File: src/rtl/pipe_stage_reg.sv
// -----------------------------------------------------------------------------
// pipe_stage_reg
//   Generic inter-stage pipeline register with a valid/ready handshake, flush and
//   an optional 2-entry skid buffer. Payload is split into data (content only)
//   and ctrl (side-effect bits). Every empty slot holds data=0 and ctrl=0, so a
//   bubble can never leak control bits downstream.
//
//   Parameters
//     DATA_WIDTH  payload data bits
//     CTRL_WIDTH  control bits, zero on bubble / flush / reset
//     SKID        1: 2-entry skid, registered in_ready_o
//                 0: single entry, combinational in_ready_o
//
//   Ports
//     clk_i        rising-edge clock
//     rst_i        synchronous active-high reset (wins over flush_i)
//     flush_i      discard all held entries and any entry offered this cycle
//     in_valid_i   upstream offers an entry
//     in_ready_o   stage accepts an entry this cycle
//     in_data_i    upstream data
//     in_ctrl_i    upstream control bits
//     out_valid_o  out_data_o/out_ctrl_o hold a live entry
//     out_ready_i  downstream consumes the head entry this cycle
//     out_data_o   head entry data, 0 when out_valid_o=0
//     out_ctrl_o   head entry control, 0 when out_valid_o=0
// -----------------------------------------------------------------------------
module pipe_stage_reg #(
    parameter int DATA_WIDTH = 32,
    parameter int CTRL_WIDTH = 8,
    parameter int SKID       = 1
) (
    input  logic                  clk_i,
    input  logic                  rst_i,
    input  logic                  flush_i,
    input  logic                  in_valid_i,
    output logic                  in_ready_o,
    input  logic [DATA_WIDTH-1:0] in_data_i,
    input  logic [CTRL_WIDTH-1:0] in_ctrl_i,
    output logic                  out_valid_o,
    input  logic                  out_ready_i,
    output logic [DATA_WIDTH-1:0] out_data_o,
    output logic [CTRL_WIDTH-1:0] out_ctrl_o
);

    // Occupancy states of the skid variant.
    localparam logic [1:0] ST_EMPTY = 2'd0;  // nothing held
    localparam logic [1:0] ST_ONE   = 2'd1;  // main slot full
    localparam logic [1:0] ST_TWO   = 2'd2;  // main and skid slots full

    logic accept;   // entry enters the stage at this edge
    logic consume;  // head entry leaves the stage at this edge

    assign accept  = in_valid_i & in_ready_o;
    assign consume = out_valid_o & out_ready_i;

    generate
        if (SKID != 0) begin : g_skid
            logic [1:0]            state_q,     state_d;
            logic [DATA_WIDTH-1:0] main_data_q, main_data_d;
            logic [CTRL_WIDTH-1:0] main_ctrl_q, main_ctrl_d;
            logic [DATA_WIDTH-1:0] skid_data_q, skid_data_d;
            logic [CTRL_WIDTH-1:0] skid_ctrl_q, skid_ctrl_d;
            logic                  in_ready_q,  in_ready_d;
            logic                  out_valid_q, out_valid_d;

            always_comb begin
                state_d     = state_q;
                main_data_d = main_data_q;
                main_ctrl_d = main_ctrl_q;
                skid_data_d = skid_data_q;
                skid_ctrl_d = skid_ctrl_q;

                case (state_q)
                    ST_EMPTY: begin
                        if (accept) begin
                            main_data_d = in_data_i;
                            main_ctrl_d = in_ctrl_i;
                            state_d     = ST_ONE;
                        end
                    end
                    ST_ONE: begin
                        if (accept && consume) begin
                            // Head leaves while a new entry arrives: stay at one.
                            main_data_d = in_data_i;
                            main_ctrl_d = in_ctrl_i;
                        end else if (accept) begin
                            // Downstream stalled: park the new entry in the skid slot.
                            skid_data_d = in_data_i;
                            skid_ctrl_d = in_ctrl_i;
                            state_d     = ST_TWO;
                        end else if (consume) begin
                            main_data_d = '0;
                            main_ctrl_d = '0;
                            state_d     = ST_EMPTY;
                        end
                    end
                    ST_TWO: begin
                        // in_ready_o is low here, so only a consume can happen.
                        if (consume) begin
                            main_data_d = skid_data_q;
                            main_ctrl_d = skid_ctrl_q;
                            skid_data_d = '0;
                            skid_ctrl_d = '0;
                            state_d     = ST_ONE;
                        end
                    end
                    default: begin
                        main_data_d = '0;
                        main_ctrl_d = '0;
                        skid_data_d = '0;
                        skid_ctrl_d = '0;
                        state_d     = ST_EMPTY;
                    end
                endcase

                // Flush drops everything, including an entry offered this cycle.
                if (flush_i) begin
                    main_data_d = '0;
                    main_ctrl_d = '0;
                    skid_data_d = '0;
                    skid_ctrl_d = '0;
                    state_d     = ST_EMPTY;
                end

                // Both flags are computed from the next state and registered, so
                // in_ready_o has no combinational path from out_ready_i.
                in_ready_d  = (state_d != ST_TWO);
                out_valid_d = (state_d != ST_EMPTY);
            end

            always_ff @(posedge clk_i) begin
                if (rst_i) begin
                    state_q     <= ST_EMPTY;
                    main_data_q <= '0;
                    main_ctrl_q <= '0;
                    skid_data_q <= '0;
                    skid_ctrl_q <= '0;
                    in_ready_q  <= 1'b1;
                    out_valid_q <= 1'b0;
                end else begin
                    state_q     <= state_d;
                    main_data_q <= main_data_d;
                    main_ctrl_q <= main_ctrl_d;
                    skid_data_q <= skid_data_d;
                    skid_ctrl_q <= skid_ctrl_d;
                    in_ready_q  <= in_ready_d;
                    out_valid_q <= out_valid_d;
                end
            end

            assign in_ready_o  = in_ready_q;
            assign out_valid_o = out_valid_q;
            assign out_data_o  = main_data_q;
            assign out_ctrl_o  = main_ctrl_q;
        end else begin : g_single
            logic                  valid_q, valid_d;
            logic [DATA_WIDTH-1:0] data_q,  data_d;
            logic [CTRL_WIDTH-1:0] ctrl_q,  ctrl_d;

            always_comb begin
                valid_d = valid_q;
                data_d  = data_q;
                ctrl_d  = ctrl_q;
                if (accept) begin
                    valid_d = 1'b1;
                    data_d  = in_data_i;
                    ctrl_d  = in_ctrl_i;
                end else if (consume) begin
                    valid_d = 1'b0;
                    data_d  = '0;
                    ctrl_d  = '0;
                end
                if (flush_i) begin
                    valid_d = 1'b0;
                    data_d  = '0;
                    ctrl_d  = '0;
                end
            end

            always_ff @(posedge clk_i) begin
                if (rst_i) begin
                    valid_q <= 1'b0;
                    data_q  <= '0;
                    ctrl_q  <= '0;
                end else begin
                    valid_q <= valid_d;
                    data_q  <= data_d;
                    ctrl_q  <= ctrl_d;
                end
            end

            // Single slot: room exists if it is empty or being drained this cycle.
            assign in_ready_o  = out_ready_i | ~valid_q;
            assign out_valid_o = valid_q;
            assign out_data_o  = data_q;
            assign out_ctrl_o  = ctrl_q;
        end
    endgenerate

endmodule

File: config.mk
export PLATFORM = sky130hd
export DESIGN_NAME = pipe_stage_reg
export DESIGN_NICKNAME = d
export VERILOG_FILES = /design/src/rtl/pipe_stage_reg.sv
export SDC_FILE = /design/constraint.sdc
export NUM_CORES = 1
export LEC_CHECK = 0
export ABC_AREA = 1
export CAP_MARGIN = 20
export CORE_UTILIZATION = 51
export DETAILED_ROUTE_END_ITERATION = 7
export PLACE_DENSITY = 0.77
export SLEW_MARGIN = 30
export SYNTH_ARGS = -nofsm -noshare
export SYNTH_HDL_FRONTEND = slang
export SYNTH_SLANG_ARGS = --single-unit
File: constraint.sdc
create_clock -name clk_i -period 1.54 [get_ports clk_i]
set_clock_uncertainty 0.05 [all_clocks]
set_input_delay 0.385 -clock clk_i [delete_from_list [all_inputs] [get_ports clk_i]]
set_output_delay 0.385 -clock clk_i [all_outputs]
set_load 0.005 [all_outputs]
Yosys cells after proc, flatten, opt, wreduce, memory -nomap -nowiden
Cells that the tools add are included.

Equal/unequal tests: 9. Multiplexer cells: 23. Bitwise operators: 3. Reduce and logical (&&, ||, !) cells: 6.

Operator list (count): $mux 32 (6); $pmux 32 s3 (2); $mux 8 (6); $pmux 8 s3 (2); $mux 2 (6); $ne 2x2->1 const B (5); $reduce_and 4->1 (2); $ne 3x3->1 const B (2); $pmux 2 s3 (1); $and 1x1->1 (2); $eq 2x1->1 const B (1); $eq 2x2->1 const B (1); $logic_not 2->1 (1); $reduce_bool 2->1 (1); $reduce_or 2->1 (1); $logic_and 1x1->1 (1); $not 1->1 (1).

Register bits: 84. Bits of input ports: 45. Word-level logic and storage cells: 48.

Longest topological paths before layout
Gate-level depths: netlist of the first run.

Word-level depth: 7. Gate-level depth with buffers: 8. Depth with buffers taken out: 7.

Worst setup path after synthesis of the first run
No wires, ideal clock.

Kind: input port to flip-flop. Start point: input port out_ready_i. End point: register g_skid.main_ctrl_q[5] (netlist: out_ctrl_o[5]). Setup time: 0.070 ns. Arrival time: 1.217 ns. Required time: 1.420 ns. Setup slack: 0.203 ns. Stages: 7. Buffers on the path: 1. Cell sequence: nand2_1 > nor2_1 > buf_1 > nand2_1 > nand3_1 > nand2_1 > a21oi_1.

Word-level cells in the longest chain between the ends: 4. Elaborated cells between the ends (all ways): 8. Classes of those cells: eq/ne: 3; mux: 2; bitwise: 1; reduce/logical: 2.

Ends and longest elaborated chain: start, declared (line 40) `input logic out_ready_i,`; $and 1x1->1 * (line 54) `assign consume = out_valid_o & out_ready_i;`; $logic_and 1x1->1 (line 82) `if (accept && consume) begin`; $ne 3x3->1 (no line) or $mux 8 (tied branches); $reduce_and 4->1 (no line) or $pmux 8 s3 (tied branches); end signal, assigned (line 143) `main_ctrl_q <= main_ctrl_d;`; end, declared (line 60) `logic [CTRL_WIDTH-1:0] main_ctrl_q, main_ctrl_d;`.

Every way passes the cells marked *; elsewhere a longest branch is shown, timed or not. A chain may end at the register's enable or synchronous reset.

Worst setup path after layout of the first run
Start point: input port in_valid_i. End point: register g_skid.main_data_q[12] (netlist: out_data_o[12]).

Word-level cells in the longest chain between the ends: 4. Elaborated cells between the ends (all ways): 8. Classes of those cells: eq/ne: 3; mux: 2; bitwise: 1; reduce/logical: 2.

Ends and longest elaborated chain: start, declared (line 35) `input logic in_valid_i,`; $and 1x1->1 * (line 53) `assign accept = in_valid_i & in_ready_o;`; $logic_and 1x1->1 (line 82); $ne 3x3->1 (no line) or $mux 32 (tied branches); $reduce_and 4->1 (no line) or $pmux 32 s3 (tied branches); end signal, assigned (line 142) `main_data_q <= main_data_d;`; end, declared (line 59) `logic [DATA_WIDTH-1:0] main_data_q, main_data_d;`.

Marks and branches as above.

==> key figures, run 1 <==
Worst setup path
  • CP required: 1.77 ns
  • Slowest stage cell on the critical path: clkdlybuf4s50_1
  • Worst setup path class: primary input to flip-flop
  • Startpoint Class: primary input
  • Max FO, Critical Path: 22
  • Critical-path cell list: clkdlybuf4s50_1 -> nand2_2 -> nand2_1 -> nand2_2 -> inv_2 -> buf_12 -> nand2_1 -> a21oi_1
  • Max incr delay on CP: 0.50 ns
  • CP endpoint kind: flip-flop
  • Arr. time, crit path: 1.72 ns

Synth
  • Commonest cells in the netlist: nand2_1, nor2_1, dfxtp_1
  • Fraction of registers with async set/reset: 0%
  • Post-synthesis instance area: slightly below 0.004 mm2
  • Yosys top cell by area: dfxtp_1
  • Number of flops mapped to enable cells by yosys: 0
  • #FFs+latches synth: between 80 and 90
  • Most frequent cell after synthesis: nand2_1
  • Synth Warn #: 0
  • Average cell area after synthesis: 6.19 um2
  • Top post-synthesis cells by area: dfxtp_1, nand2_1, nor2_1, a21oi_1, nand3_1
  • Synthesized instance count: around 640
  • Top_reg_cell synth: dfxtp_1
  • Distinct cells, synth: 14
  • Post-Syn Nets: 681
  • Sequential-to-total area share from yosys stat: a little over two fifths
  • Post-synth top area share: a little over two fifths

Floorplanning
  • Num ports: 87
  • FP Rows: 31
  • Core Region: 0.00737 mm2
  • Die footprint: just over 0.008 mm2
  • Initial core utilization: 53.4%
  • Die width: ~90 um
  • Die Span Y: 89.9 um

Placed design
  • Routability congestion estimate: between 0.8 and 0.9
  • DP HPWL: just over 7000 um
  • Port Buffers: 86
  • Dpl cell area: 0.00510 mm2
  • Dpl ws: -0.401 ns

Layout
  • Ant diodes: 0
  • Share of post-route cells with drive strength above 1: between 10% and 20%
  • Fill cell instance count of the final layout: between 600 and 700
  • Post-route cell area: about 0.0053 mm2
  • Syn-to-layout area delta: 34.7%
  • Post-layout util: between 70% and 80%
  • Area occupied by multi-input gates: between 0.0015 and 0.002 mm2
  • Final #Nets: a little under 800
  • Storage cell area: between 0.0015 and 0.002 mm2

Timing
  • Period minus WS final: 1.49 ns
  • PnR worst setup slack: ~0.053 ns
  • Highest clock rate: 673 MHz
  • Hold Violations, Final: 0
  • Setup-failing EPs final: 0
  • Hold WS: roughly 0.41 ns
  • Tcrit/Tclk final: between 90% and 100%
  • Final Max Tran Viols: 0
  • Slew @ Worst Pin: between 0.3 and 0.4 ns
  • Slew margin rel.: between 70% and 80%

Clock network
  • Num CTS Buffers: 9
  • H-tree depth: 3
  • Cts hold-fix bufs: 0
  • CTS tree: built
  • Root Driver: clkbuf_8
  • CTS sink cnt: 84
  • Clk slew on worst S/H paths: 0.08 ns
  • Post-CTS setup buffer count: 0
  • Clk Latency, worst-skew pair: around 0.36 ns
  • CTS Buffer Depth: 2

Job
  • Max-Cap Viols: 0

Drt
  • 1st-iter DRT viols: 200
  • Detailed-route via count: ~4.2k
  • Routed WL per cell: ~13 um
  • Post-route ant nets: 0
  • Vias per Instance: 5.03
  • DRT Pass-1 Iters: 5
  • Routed wire length: 10800 um
  • DRC: 0

Global route
  • Largest net degree at the start of global routing: 29
  • Vias in the first global route: about 4.1k
  • Gr usage total: roughly 28%
  • First-pass GRT wire length: 18300 um
  • Initial antenna violation count: 0
  • GR Overflow Total: 0

Power and ir drop
  • Pleak: roughly 2.5 nW
  • PwrDens: about 860 mW/mm2
  • Worst vdd ir: a little over 0.0005 V

Worst hold path
  • Min-Delay Path Class: flip-flop to flip-flop

Outcome
  • Status: finished, final reports clean
==> logic make-up after synthesis <==
group,Yosys count,synth area share (%)
AOI/OAI and AO/OA,83,10.5
and+or+nand+nor,382,37.9
DFF,84,42.7
buffers and inverters,87,8.80
==> flip-flops by register name, indices dropped and copies added, names as in the netlist <==
signal and cells:
g_skid.state_q 2, out_data_o 32, g_skid.skid_data_q 32, g_skid.skid_ctrl_q 8, out_valid_o 1, in_ready_o 1, out_ctrl_o 8
==> path summary, 6_finish.rpt <==
| path | from | endpoint | slack (ns) | cells after the start |
|---|---|---|---|---|
| worst max-delay path | in_valid_i | out_data_o[12] | 0.05 | 8 |
| worst min-delay path | out_data_o[10] | out_data_o[10] | 0.41 | 2 |
| worst max register to register | g_skid.state_q[0] | out_data_o[12] | 0.13 | 8 |
| worst min register to register | out_data_o[10] | out_data_o[10] | 0.41 | 2 |
==> critical path: cells and delay by family <==
kind                   cells  cell delay [ns]
buffers and inverters      3             0.79
AOI/OAI and AO/OA          1             0.13
and+or+nand+nor            4             0.41
==> per-layer routing <==
| metal | routed length, um | up-vias | GRT usage [%] |
|---|---|---|---|
| li1 | - | 2147 | - |
| met2 | 5330 | 125 | 47.4 |
| met1 | 4670 | 1873 | 34.5 |
| met4 | 204 | 0 | 11.4 |
| met3 | 566 | 21 | 5.16 |
| met5 | 0 | - | 0 |
==> cell usage in the layout, fill, tap and decap left out, types with 3 or more instances in the layout <==
master,netlist,final
buf_4,0,21
nand2_1,232,227
buf_12,0,8
nand2_2,1,5
dfxtp_1,84,63
inv_1,42,40
nand3_1,42,42
dfxtp_2,0,21
nor2_1,105,102
o21ai_1,31,33
dlygate4sd2_1,0,42
inv_2,5,7
clkbuf_8,0,9
clkdlybuf4s50_1,0,44
nor2_4,0,3
a21oi_1,50,50
clkbuf_1,19,3
==> area by class of cell <==
| type | instances | share of cell area (%) |
|---|---|---|
| clock buffers | 12 | 2.55 |
| clock inverters | 4 | 0.943 |
| inverters | 47 | 3.33 |
| multi-input cells | 465 | 36.7 |
| flip-flops and latches | 84 | 32.2 |
| well taps | 99 | 2.33 |
| repair buffers | 117 | 21.9 |
==> per-stage QoR <==
step,cells,power [mW],setup TNS (ns)
floorplan,636,2.68,0
global placement,811,3.06,-23.15
detailed placement,811,3.08,-27.07
CTS,827,4.56,0
global route,828,4.76,-0.00550
finish,828,4.56,0
==> where the power goes <==
group / internal, mW / switching, mW / leakage [nW]
Sequential: 2.23 / 0.0316 / 0.690
Clock: 0.750 / 0.795 / 0.0866
Combinational: 0.344 / 0.404 / 1.77
==> timing repair <==
action / 4_1_cts / 5_1_grt
setup endpoints to repair: 47 / 68
cloned: 0 / 1
resized for setup: 63 / 8
Note: power is estimated with default switching activity, not from simulation.
==> run 2, diff against run 1 <==
--- a/config.mk
+++ b/config.mk
@@ -7,6 +7,7 @@
 export LEC_CHECK = 0
 export ABC_AREA = 1
 export CAP_MARGIN = 20
+export CORE_ASPECT_RATIO = 0.5
 export CORE_UTILIZATION = 51
 export DETAILED_ROUTE_END_ITERATION = 7
 export PLACE_DENSITY = 0.77
@@ -14,3 +15,4 @@
 export SYNTH_ARGS = -nofsm -noshare
 export SYNTH_HDL_FRONTEND = slang
 export SYNTH_SLANG_ARGS = --single-unit
+export TNS_END_PERCENT = 30
==> key figures, run 2 (synthesis gave the netlist of run 1 again) <==
Worst setup path
  • Startpoint Class: primary input (unchanged)
  • CP required: 1.76 ns (was 1.77 ns)
  • CP bufs+invs: 2 (was 3)
  • Family with the most delay on the worst path: buffers and inverters (unchanged)
  • Max FO, Critical Path: 15 (was 22)
  • Worst setup path class: primary input to flip-flop (unchanged)
  • Arr. time, crit path: 1.73 ns (was 1.72 ns)
  • Critical-path cell list: clkdlybuf4s50_1 -> nand2_2 -> nand2_1 -> nand2_1 -> nand2_2 -> buf_8 -> nand2_1 -> a21oi_1 (was clkdlybuf4s50_1 -> nand2_2 -> nand2_1 -> nand2_2 -> inv_2 -> buf_12 -> nand2_1 -> a21oi_1)
  • Max incr delay on CP: 0.51 ns (was 0.50 ns)
  • CP endpoint kind: flip-flop (unchanged)
  • Most frequent CP cell: nand2_1
  • Slowest stage cell on the critical path: clkdlybuf4s50_1 (unchanged)

Power and ir drop
  • PwrDens: 943 mW/mm2 (was 859 mW/mm2)
  • Cell Int Power: 3.93 mW (was 3.33 mW)
  • Pleak: 2.66 nW (was 2.55 nW)
  • Worst vdd ir: 0.000739 V (was 0.000510 V)
  • Switch share: 24.2% (was 27.0%)
  • Comb pwr share: 14.7% (was 16.4%)
  • Sw power: 1.26 mW (was 1.23 mW)
  • Sequential power share: 43.6% (was 49.7%)
  • Clock share of power: 41.7% (was 33.9%)

Placed design
  • Cells after DPL: 810 (was 811)
  • DP HPWL: 7020 um (was 7240 um)
  • Routability congestion estimate: 0.789 (was 0.856)
  • Port Buffers: 86 (unchanged)

Clock network
  • Cts hold-fix bufs: 0 (unchanged)
  • CTS Buffer Depth: 2 (unchanged)
  • Clk Latency, worst-skew pair: 0.34 ns (was 0.36 ns)
  • H-tree depth: 3 (unchanged)
  • CTS tree: built (unchanged)
  • CTS sink cnt: 84 (unchanged)
  • Clk slew on worst S/H paths: 0.06 ns (was 0.08 ns)
  • Root Driver: clkbuf_16 (was clkbuf_8)
  • Num CTS Buffers: 9 (unchanged)

Timing
  • Hold WS: 0.408 ns (was 0.411 ns)
  • Slew margin rel.: 83.0% (was 79.8%)
  • Final Max Tran Viols: 0 (unchanged)
  • Highest clock rate: 659 MHz (was 673 MHz)
  • Slew @ Worst Pin: 0.255 ns (was 0.303 ns)
  • Sum Neg Setup Slack: 0 ns (unchanged)
  • Period minus WS final: 1.52 ns (was 1.49 ns)
  • Hold Violations, Final: 0 (unchanged)
  • Tcrit/Tclk final: 98.5% (was 96.6%)
  • Setup-failing EPs final: 0 (unchanged)

Layout
  • Most common cell after layout, fill and taps aside: nand2_1 (unchanged)
  • Finished Layout Cells: 832 (was 828)
  • Commonest non-fill, non-tap cells in the layout: nand2_1, nor2_1, dfxtp_1 (unchanged)
  • Syn-to-layout area delta: 39.8% (was 34.7%)
  • Ant diodes: 0 (unchanged)
  • Final #Nets: 776 (was 769)
  • Post-layout util: 74.3% (was 72.0%)
  • Share of post-route cells with drive strength above 1: 10.2% (was 11.4%)

Floorplanning
  • Num ports: 87 (unchanged)
  • FP Rows: 22 (was 31)
  • Core Region: 0.00740 mm2 (was 0.00737 mm2)
  • Initial core utilization: 53.2% (was 53.4%)
  • Die width: 126 um (was 89.9 um)
  • Die footprint: 0.00810 mm2 (was 0.00808 mm2)
  • Die Span Y: 64.1 um (was 89.9 um)

Drt
  • Detailed-route via count: 4214 (was 4166)
  • 1st-iter DRT viols: 364 (was 200)
  • Vias per Instance: 5.06 (was 5.03)
  • Routed WL per cell: 12.9 um (was 13.0 um)
  • Routed wire length: 10700 um (was 10800 um)
  • Post-route ant nets: 0 (unchanged)
  • DRT Pass-1 Iters: 5 (unchanged)
  • DRC: 0 (unchanged)

Global route
  • Largest net degree at the start of global routing: 30 (was 29)
  • First-pass GRT wire length: 17000 um (was 18300 um)
  • Initial antenna violation count: 0 (unchanged)
  • Gr usage total: 26.7% (was 27.8%)
  • Vias in the first global route: 3809 (was 4057)
  • GR Overflow Total: 0 (unchanged)

Job
  • Max-Cap Viols: 0 (unchanged)

Outcome
  • Status: finished, final reports clean (unchanged)

Worst hold path
  • Min-Delay Path Class: flip-flop to flip-flop (unchanged)
run 2: cell count changes in the layout (fill, tap and decap cells not counted), moves of 2 or more:
| cell | previous run | this run |
|---|---|---|
| a21oi_1 | 50 | 45 |
| buf_8 | 0 | 2 |
| buf_4 | 21 | 23 |
| a21oi_2 | 0 | 5 |
| clkbuf_16 | 1 | 11 |
| clkbuf_8 | 9 | 2 |
| dfxtp_1 | 63 | 80 |
| dfxtp_2 | 21 | 4 |
| nand3_2 | 0 | 2 |
| clkinvlp_4 | 2 | 0 |
| nand2_1 | 227 | 229 |
| nand3_1 | 42 | 40 |
| buf_6 | 1 | 3 |
run 2: final timing paths:
kind	start	endpoint	slack (ns)	depth (start not counted)
hold / removal	out_data_o[1]	out_data_o[1]	0.41	2
setup reg to reg	g_skid.state_q[1]	out_ctrl_o[4]	0.14	8
setup / recovery	in_valid_i	g_skid.skid_ctrl_q[3]	0.02	8
hold reg to reg	out_data_o[1]	out_data_o[1]	0.41	2
run 2: final cells by class:
cell class / count / area, um2
multi-input combinational: 465 / 1970
fill: 596 / 1900
sequential: 84 / 1690
timing repair buffer: 124 / 1260
clock buffer: 15 / 268
inverter: 47 / 176
tap: 96 / 120
clock inverter: 1 / 30.0
run 2: power by group through the flow:
stage / combinational, mW / clock [mW] / sequential [mW]
2_1_floorplan: 0.374 / 0 / 2.31
3_3_place_gp: 0.752 / 0 / 2.31
3_5_place_dp: 0.765 / 0 / 2.31
4_1_cts: 0.743 / 2.19 / 2.26
5_1_grt: 0.845 / 2.30 / 2.27
6_report: 0.765 / 2.16 / 2.26
run 2: layer usage:
metal | track usage [%] | part of all wire, %
met5 | 0 | 0
met4 | 8.89 | 1.2
met3 | 7.45 | 7.2
met2 | 44.6 | 46
met1 | 33.5 | 46
run 2: timing repair:
item,CTS,global route
buffers inserted,0,3
pin swaps,0,4
gates resized for setup,47,17
setup endpoints to repair,52,79
gates cloned,0,3
run 2: worst reg2reg max path, stage by stage (launching register included):
cell     delay [ns]
dfxtp_1        0.42
inv_2          0.10
nand2_1        0.09
buf_4          0.27
nor2_1         0.11
nand2_1        0.08
nand3_1        0.06
nand2_1        0.07
a21oi_2        0.05
run 2: metrics by stage:
step | worst slack [ns] | power, mW | cell area, um2
4_1_cts | 0.0245 | 5.20 | 5350
3_5_place_dp | -0.400 | 3.07 | 5100
6_report | 0.0232 | 5.19 | 5500
2_1_floorplan | 0.203 | 2.68 | 3940
3_3_place_gp | -0.337 | 3.06 | 5100
5_1_grt | -0.0228 | 5.41 | 5500
==> run 3, diff against run 2 <==
--- a/config.mk
+++ b/config.mk
@@ -9,6 +9,7 @@
 export CAP_MARGIN = 20
 export CORE_ASPECT_RATIO = 0.5
 export CORE_UTILIZATION = 51
+export CTS_CLUSTER_SIZE = 28
 export DETAILED_ROUTE_END_ITERATION = 7
 export PLACE_DENSITY = 0.77
 export SLEW_MARGIN = 30
==> results of run 3 <==
Same layout as run 2: the final DEF is identical, and so are final timing and power.
